## src/rtl/stopwatch_ctrl_pkg.sv

```systemverilog
// Shared definitions for the stopwatch run-control block: state encodings and decode helpers.
// Also consumed by the top-level status-led decode.
package stopwatch_ctrl_pkg;

    localparam int ST_W = 2;

    typedef enum logic [ST_W-1:0] {
        ST_IDLE  = 2'b00,
        ST_RUN   = 2'b01,
        ST_PAUSE = 2'b10,
        ST_LAP   = 2'b11
    } state_e;

    function automatic logic is_running(input state_e s);
        return (s == ST_RUN) || (s == ST_LAP);
    endfunction

endpackage : stopwatch_ctrl_pkg

```

## src/rtl/stopwatch_ctrl_if.sv

```systemverilog
// Control bundle between the cleaned buttons / counter and the stopwatch run-control FSM.
interface stopwatch_ctrl_if;
    import stopwatch_ctrl_pkg::*;

    logic            start_stop;
    logic            lap_reset;
    logic            tick;
    logic            at_max;
    logic            cnt_en;
    logic            cnt_clr;
    logic            disp_hold;
    logic            running;
    logic [ST_W-1:0] state;

    modport master (
        output start_stop, lap_reset, tick, at_max,
        input  cnt_en, cnt_clr, disp_hold, running, state
    );

    modport slave (
        input  start_stop, lap_reset, tick, at_max,
        output cnt_en, cnt_clr, disp_hold, running, state
    );

endinterface : stopwatch_ctrl_if

```

## src/rtl/stopwatch_ctrl_btn_edge.sv

```systemverilog
// Rising-edge detector for a debounced button level. The history register resets high so a
// button already held at reset release does not produce a spurious press.
module stopwatch_ctrl_btn_edge (
    input  logic clk,
    input  logic rst_n,
    input  logic level_i,
    output logic rise_o
);

    logic prev_q;

    // Previous-level history register
    always_ff @(posedge clk or negedge rst_n) begin
        if (!rst_n) begin
            prev_q <= 1'b1;
        end else begin
            prev_q <= level_i;
        end
    end

    // Rise decode
    always_comb begin
        rise_o = level_i & ~prev_q;
    end

endmodule : stopwatch_ctrl_btn_edge

```

## src/rtl/stopwatch_ctrl.sv

```systemverilog
// Stopwatch run-control FSM: buttons -> count enable, counter clear and display hold.
// Optional long-press clear on lap_reset is enabled with `STOPWATCH_CTRL_LONGPRESS_EN.
module stopwatch_ctrl
    import stopwatch_ctrl_pkg::*;
#(
    parameter int LONG_CYCLES = 50_000_000,
    parameter int LP_W        = 26
) (
    input  logic             clk,
    input  logic             rst_n,
    stopwatch_ctrl_if.slave  sw
);

    state_e state_q;
    state_e state_d;
    logic   cnt_clr_q;
    logic   cnt_clr_d;
    logic   ss_rise_s;
    logic   lr_rise_s;
    logic   sat_s;
    logic   lp_fire_s;

    stopwatch_ctrl_btn_edge u_ss_edge (
        .clk     (clk),
        .rst_n   (rst_n),
        .level_i (sw.start_stop),
        .rise_o  (ss_rise_s)
    );

    stopwatch_ctrl_btn_edge u_lr_edge (
        .clk     (clk),
        .rst_n   (rst_n),
        .level_i (sw.lap_reset),
        .rise_o  (lr_rise_s)
    );

`ifdef STOPWATCH_CTRL_LONGPRESS_EN
    localparam logic [LP_W-1:0] LP_FULL = LP_W'(LONG_CYCLES);
    localparam logic [LP_W-1:0] LP_LAST = LP_W'(LONG_CYCLES - 1);

    logic [LP_W-1:0] lp_cnt_q;
    logic [LP_W-1:0] lp_cnt_d;

    // Hold-time counter: saturates at LONG_CYCLES so each press fires only once
    always_comb begin
        lp_cnt_d = lp_cnt_q;
        if (!sw.lap_reset) begin
            lp_cnt_d = {LP_W{1'b0}};
        end else if (lp_cnt_q != LP_FULL) begin
            lp_cnt_d = lp_cnt_q + {{(LP_W-1){1'b0}}, 1'b1};
        end else begin
            lp_cnt_d = lp_cnt_q;
        end
    end

    // Hold-time counter register
    always_ff @(posedge clk or negedge rst_n) begin
        if (!rst_n) begin
            lp_cnt_q <= {LP_W{1'b0}};
        end else begin
            lp_cnt_q <= lp_cnt_d;
        end
    end

    // Fires in the cycle the count reaches LONG_CYCLES
    always_comb begin
        lp_fire_s = sw.lap_reset & (lp_cnt_q == LP_LAST);
    end
`else
    // Long-press clear not built
    always_comb begin
        lp_fire_s = 1'b0;
    end
`endif

    // Count would pass full scale: stop instead of wrapping
    always_comb begin
        sat_s = sw.tick & sw.at_max & is_running(state_q);
    end

    // State and clear-pulse registers
    always_ff @(posedge clk or negedge rst_n) begin
        if (!rst_n) begin
            state_q   <= ST_IDLE;
            cnt_clr_q <= 1'b0;
        end else begin
            state_q   <= state_d;
            cnt_clr_q <= cnt_clr_d;
        end
    end

    // Next-state logic; priority: long-press, saturation, start/stop, lap/reset
    always_comb begin
        state_d   = state_q;
        cnt_clr_d = 1'b0;
        if (lp_fire_s) begin
            state_d   = ST_IDLE;
            cnt_clr_d = 1'b1;
        end else if (sat_s) begin
            state_d = ST_PAUSE;
        end else if (ss_rise_s) begin
            case (state_q)
                ST_IDLE:  state_d = ST_RUN;
                ST_RUN:   state_d = ST_PAUSE;
                ST_LAP:   state_d = ST_PAUSE;
                ST_PAUSE: state_d = ST_RUN;
                default:  state_d = ST_IDLE;
            endcase
        end else if (lr_rise_s) begin
            case (state_q)
                ST_IDLE: begin
                    state_d   = ST_IDLE;
                    cnt_clr_d = 1'b1;
                end
                ST_RUN:   state_d = ST_LAP;
                ST_LAP:   state_d = ST_RUN;
                ST_PAUSE: begin
                    state_d   = ST_IDLE;
                    cnt_clr_d = 1'b1;
                end
                default:  state_d = ST_IDLE;
            endcase
        end else begin
            state_d = state_q;
        end
    end

    // Output decode; cnt_en is zero-latency from the registered state
    always_comb begin
        sw.state     = state_q;
        sw.running   = is_running(state_q);
        sw.disp_hold = (state_q == ST_LAP);
        sw.cnt_clr   = cnt_clr_q;
        sw.cnt_en    = sw.tick & is_running(state_q) & ~sw.at_max;
    end

endmodule : stopwatch_ctrl

```

## src/flat_wrapper.sv

```systemverilog
// flat-port wrapper written by rule: the top's interface ports become plain ports
module stopwatch_ctrl_flat import stopwatch_ctrl_pkg::*;
#(
    parameter int LONG_CYCLES = 50_000_000,
    parameter int LP_W        = 26
)
  (clk, rst_n, sw_start_stop, sw_lap_reset, sw_tick, sw_at_max, sw_cnt_en, sw_cnt_clr, sw_disp_hold, sw_running, sw_state);
  stopwatch_ctrl_if sw_i ();
  input  logic clk;
  input  logic rst_n;
  input wire logic [$bits(sw_i.start_stop)-1:0] sw_start_stop;
  input wire logic [$bits(sw_i.lap_reset)-1:0] sw_lap_reset;
  input wire logic [$bits(sw_i.tick)-1:0] sw_tick;
  input wire logic [$bits(sw_i.at_max)-1:0] sw_at_max;
  output wire logic [$bits(sw_i.cnt_en)-1:0] sw_cnt_en;
  output wire logic [$bits(sw_i.cnt_clr)-1:0] sw_cnt_clr;
  output wire logic [$bits(sw_i.disp_hold)-1:0] sw_disp_hold;
  output wire logic [$bits(sw_i.running)-1:0] sw_running;
  output wire logic [$bits(sw_i.state)-1:0] sw_state;
  assign sw_i.start_stop = sw_start_stop;
  assign sw_i.lap_reset = sw_lap_reset;
  assign sw_i.tick = sw_tick;
  assign sw_i.at_max = sw_at_max;
  assign sw_cnt_en = sw_i.cnt_en;
  assign sw_cnt_clr = sw_i.cnt_clr;
  assign sw_disp_hold = sw_i.disp_hold;
  assign sw_running = sw_i.running;
  assign sw_state = sw_i.state;
  stopwatch_ctrl #(.LONG_CYCLES(LONG_CYCLES), .LP_W(LP_W)) u_core (.clk(clk), .rst_n(rst_n), .sw(sw_i));
endmodule
```

## config.mk

```make
export PLATFORM = sky130hd
export DESIGN_NAME = stopwatch_ctrl_flat
export DESIGN_NICKNAME = d
export VERILOG_FILES = /design/src/rtl/stopwatch_ctrl_pkg.sv /design/src/rtl/stopwatch_ctrl_if.sv /design/src/rtl/stopwatch_ctrl_btn_edge.sv /design/src/rtl/stopwatch_ctrl.sv /design/src/flat_wrapper.sv
export SDC_FILE = /design/constraint.sdc
export NUM_CORES = 1
export LEC_CHECK = 0
export ABC_AREA = 0
export CELL_PAD_IN_SITES_DETAIL_PLACEMENT = 1
export CELL_PAD_IN_SITES_GLOBAL_PLACEMENT = 1
export CORE_AREA = 5 5 42 44
export CTS_CLUSTER_DIAMETER = 120
export DETAILED_ROUTE_END_ITERATION = 6
export DIE_AREA = 0 0 47 49
export GPL_ROUTABILITY_DRIVEN = 0
export PLACE_DENSITY_LB_ADDON = 0.3
export SLEW_MARGIN = 10
export SYNTH_ARGS = -nofsm -noshare
export SYNTH_HDL_FRONTEND = slang
export SYNTH_SLANG_ARGS = --single-unit
```

## constraint.sdc

```tcl
create_clock -name clk -period 1.3 [get_ports clk]
set_input_delay 0.195 -clock clk [delete_from_list [all_inputs] [get_ports clk]]
set_output_delay 0.195 -clock clk [all_outputs]
set_load 0.02 [all_outputs]
```

==> results.yml <==
outcome:
  outcome: "completed"
grt:
  grt_antenna_before_repair: 0
  top_usage_layer: "met4"
  grt.total_usage_pct: 6.082
  met1_usage_pct: 5.568
  use_met3_pct: 2.583
  use_met2_pct: 7.466
  grt_pass1_wl_um: 869
  grt_overflow: 0
  grt_max_degree: 6
  grt_pass1_vias: 229
sta:
  finalSetupTns_ns: 0
  layout_min_cycle_time_ns: 1.177
  skew_ns: 0.002990
  slew_viol_final: 0
  fin_crit_sh_pct: 90.51
  rsz0062_at_grt: "no"
  hold_viol: 0
  setup_viol: 0
  max_freq_mhz: 849.9
  fin_ws_ns: 0.1234
  slew_headroom_pct: 84.91
  tightest_slew_ns: 0.2257
power_and_ir_drop:
  power_frac_seq_pct: 38.1
  p_comb_share_pct: 25.7
  power_w: 0.0004909
  p_clk_share_pct: 36.2
  switching_power_w: 0.0001379
  p_sw_share_pct: 28.10
  ir_drop_uv: 331.9
  p_per_area_nw_per_um2: 1358
  leakage_nw: 0.1743
  internal_power_w: 0.0003530
yosys:
  synth_cell_types: 12
  synth-seq-area-share_pct: 58.96
  ys_seq_elements: 5
  syn_nets: 23
  syn_area_um2: 216.5
  yosys_warnings: 0
  synth_area_per_cell_um2: 12.73
  syn_inst: 17
clock_tree:
  clk_pin_slew_ns: 0.04
  cts_max_path_buffers: 2
  clk_latency_ns: 0.24
  post_cts_buffers: 0
  htreeDepth: 1
  cts_tree: "yes"
  cts-root-buf: "clkbuf_4"
  cts_buffers: 3
  cts.sinks: 5
route:
  drt-initial-drc-count: 1
  dr.pass1.iters: 2
  final_antenna_net_count: 0
  wl_um: 536
  vias_per_cell: 4.041
  route.detailed.drc: 0
  post_drt_wl_per_cell_um: 10.94
  dr_total_vias: 198
worst_setup_path:
  rr_worst_depth: 3
  crit_fanout: 5
  endpoint_kind: "primary output"
  crit_path_end: "sw_disp_hold"
  ff2ff_setup_slack_ns: 0.26
  crit_required_ns: 1.11
  critPathLaunch: "u_core.sw.state[0]"
  crit_type: "flip-flop to primary output"
  arrival_ns: 0.98
  crit-reg2reg-capture: "u_core.sw.state[1]"
  r2r_start: "u_core.u_ss_edge.prev_q"
  start_kind: "flip-flop"
die:
  dieHeight_um: 49
  rows: 14
  dieArea_um2: 2303
  start_util_pct: 15.45
  die_w_um: 47
  core_area_um2: 1401
  num_io_pins: 12
layout:
  num_antenna_cells: 0
  utilization_pct: 25.80
  drive_gt1_share_pct: 42.42
  syn_to_final_growth_pct: 67.05
  final_cell_mix: "clkdlybuf4s50_1, buf_2, clkbuf_4, dfrtp_1"
  final_common_cell: "clkdlybuf4s50_1"
  design_area_um2: 361.6
  finalNetCount: 40
place:
  portBuffers: 11
  pre_cts_ws_ns: -0.3239
  post-dp-hpwl_um: 411.6
  postPlaceCellArea_um2: 357.8
worst_hold_path:
  hold_path.class: "primary input to async pin"
flow_run:
  cap_violations: 0
[worst min-delay path by stage]
stage	from	endpoint	slack [ns]
after floorplan	rst_n	u_core.sw.cnt_clr	-0.10
after global placement	rst_n	u_core.sw.state[0]	0.44
after detailed placement	rst_n	u_core.sw.state[0]	0.44
after CTS	rst_n	u_core.sw.state[1]	0.18
after global routing	rst_n	u_core.sw.state[1]	0.17
final	rst_n	u_core.sw.state[1]	0.17
[worst max-delay path, cell delays in order, from the launching register on]
cell	delay [ns]
dfrtp_1	0.42
and2_1	0.17
buf_2	0.15
[metrics by stage]
step | hold WS [ns] | std cells
2_1_floorplan | -0.1006 | 17
3_3_place_gp | 0.4350 | 45
3_5_place_dp | 0.4354 | 45
4_1_cts | 0.1752 | 49
5_1_grt | 0.1700 | 49
6_report | 0.1738 | 49
[cell usage after synthesis]
cell type	instances	area share, %
nor2_1	1	1.7
and2_1	1	2.9
a32o_1	1	4.6
dfstp_2	2	24
dfrtp_1	3	35
nand2b_4	2	13
nor3b_1	1	3.5
o211ai_2	1	5.8
nand3_1	1	2.3
clkbuf_1	1	1.7
o21ai_1	1	2.3
nand2_1	2	3.5
[layout make-up]
type                    count  area, µm²
repair buffers             13      102.6
flip-flops and latches      5      127.6
multi-input cells          11      85.08
well taps                  16      20.02
fillers                   175       1040
clock buffers               4      26.28
[kinds of logic after synthesis]
group           Yosys count  synth area share [%]
compound gates            3                 12.71
buf+inv                   1                 1.732
flops                     5                 58.96
simple gates              8                 26.59
[power by group through the flow]
stage,registers (W),logic [W],clock network [W]
2_1_floorplan,0.000208,0.0000432,0
3_3_place_gp,0.000189,0.000148,0
3_5_place_dp,0.000190,0.000149,0
4_1_cts,0.000187,0.000138,0.000188
5_1_grt,0.000190,0.000135,0.000201
6_report,0.000187,0.000126,0.000177
[registers in the layout, indices dropped and copies added (netlist names)]
name and count:
u_core.sw.cnt_clr 1, u_core.u_lr_edge.prev_q 1, u_core.sw.state 2, u_core.u_ss_edge.prev_q 1
[routing by layer]
| layer | vias to the layer above | wire length (µm) | share of wire [%] |
|---|---|---|---|
| li1 | 90 | - | - |
| met1 | 91 | 190 | 35 |
| met2 | 13 | 235 | 44 |
| met3 | 4 | 71 | 13 |
| met4 | 0 | 39 | 7.3 |
| met5 | - | 0 | 0 |
[repair_timing]
action / 4_1_cts / 5_1_grt
gates resized for setup: 15 / 3
setup endpoints to repair: 6 / 3
hold buffers: 0 / 0
(Power assumes the default switching activity.)
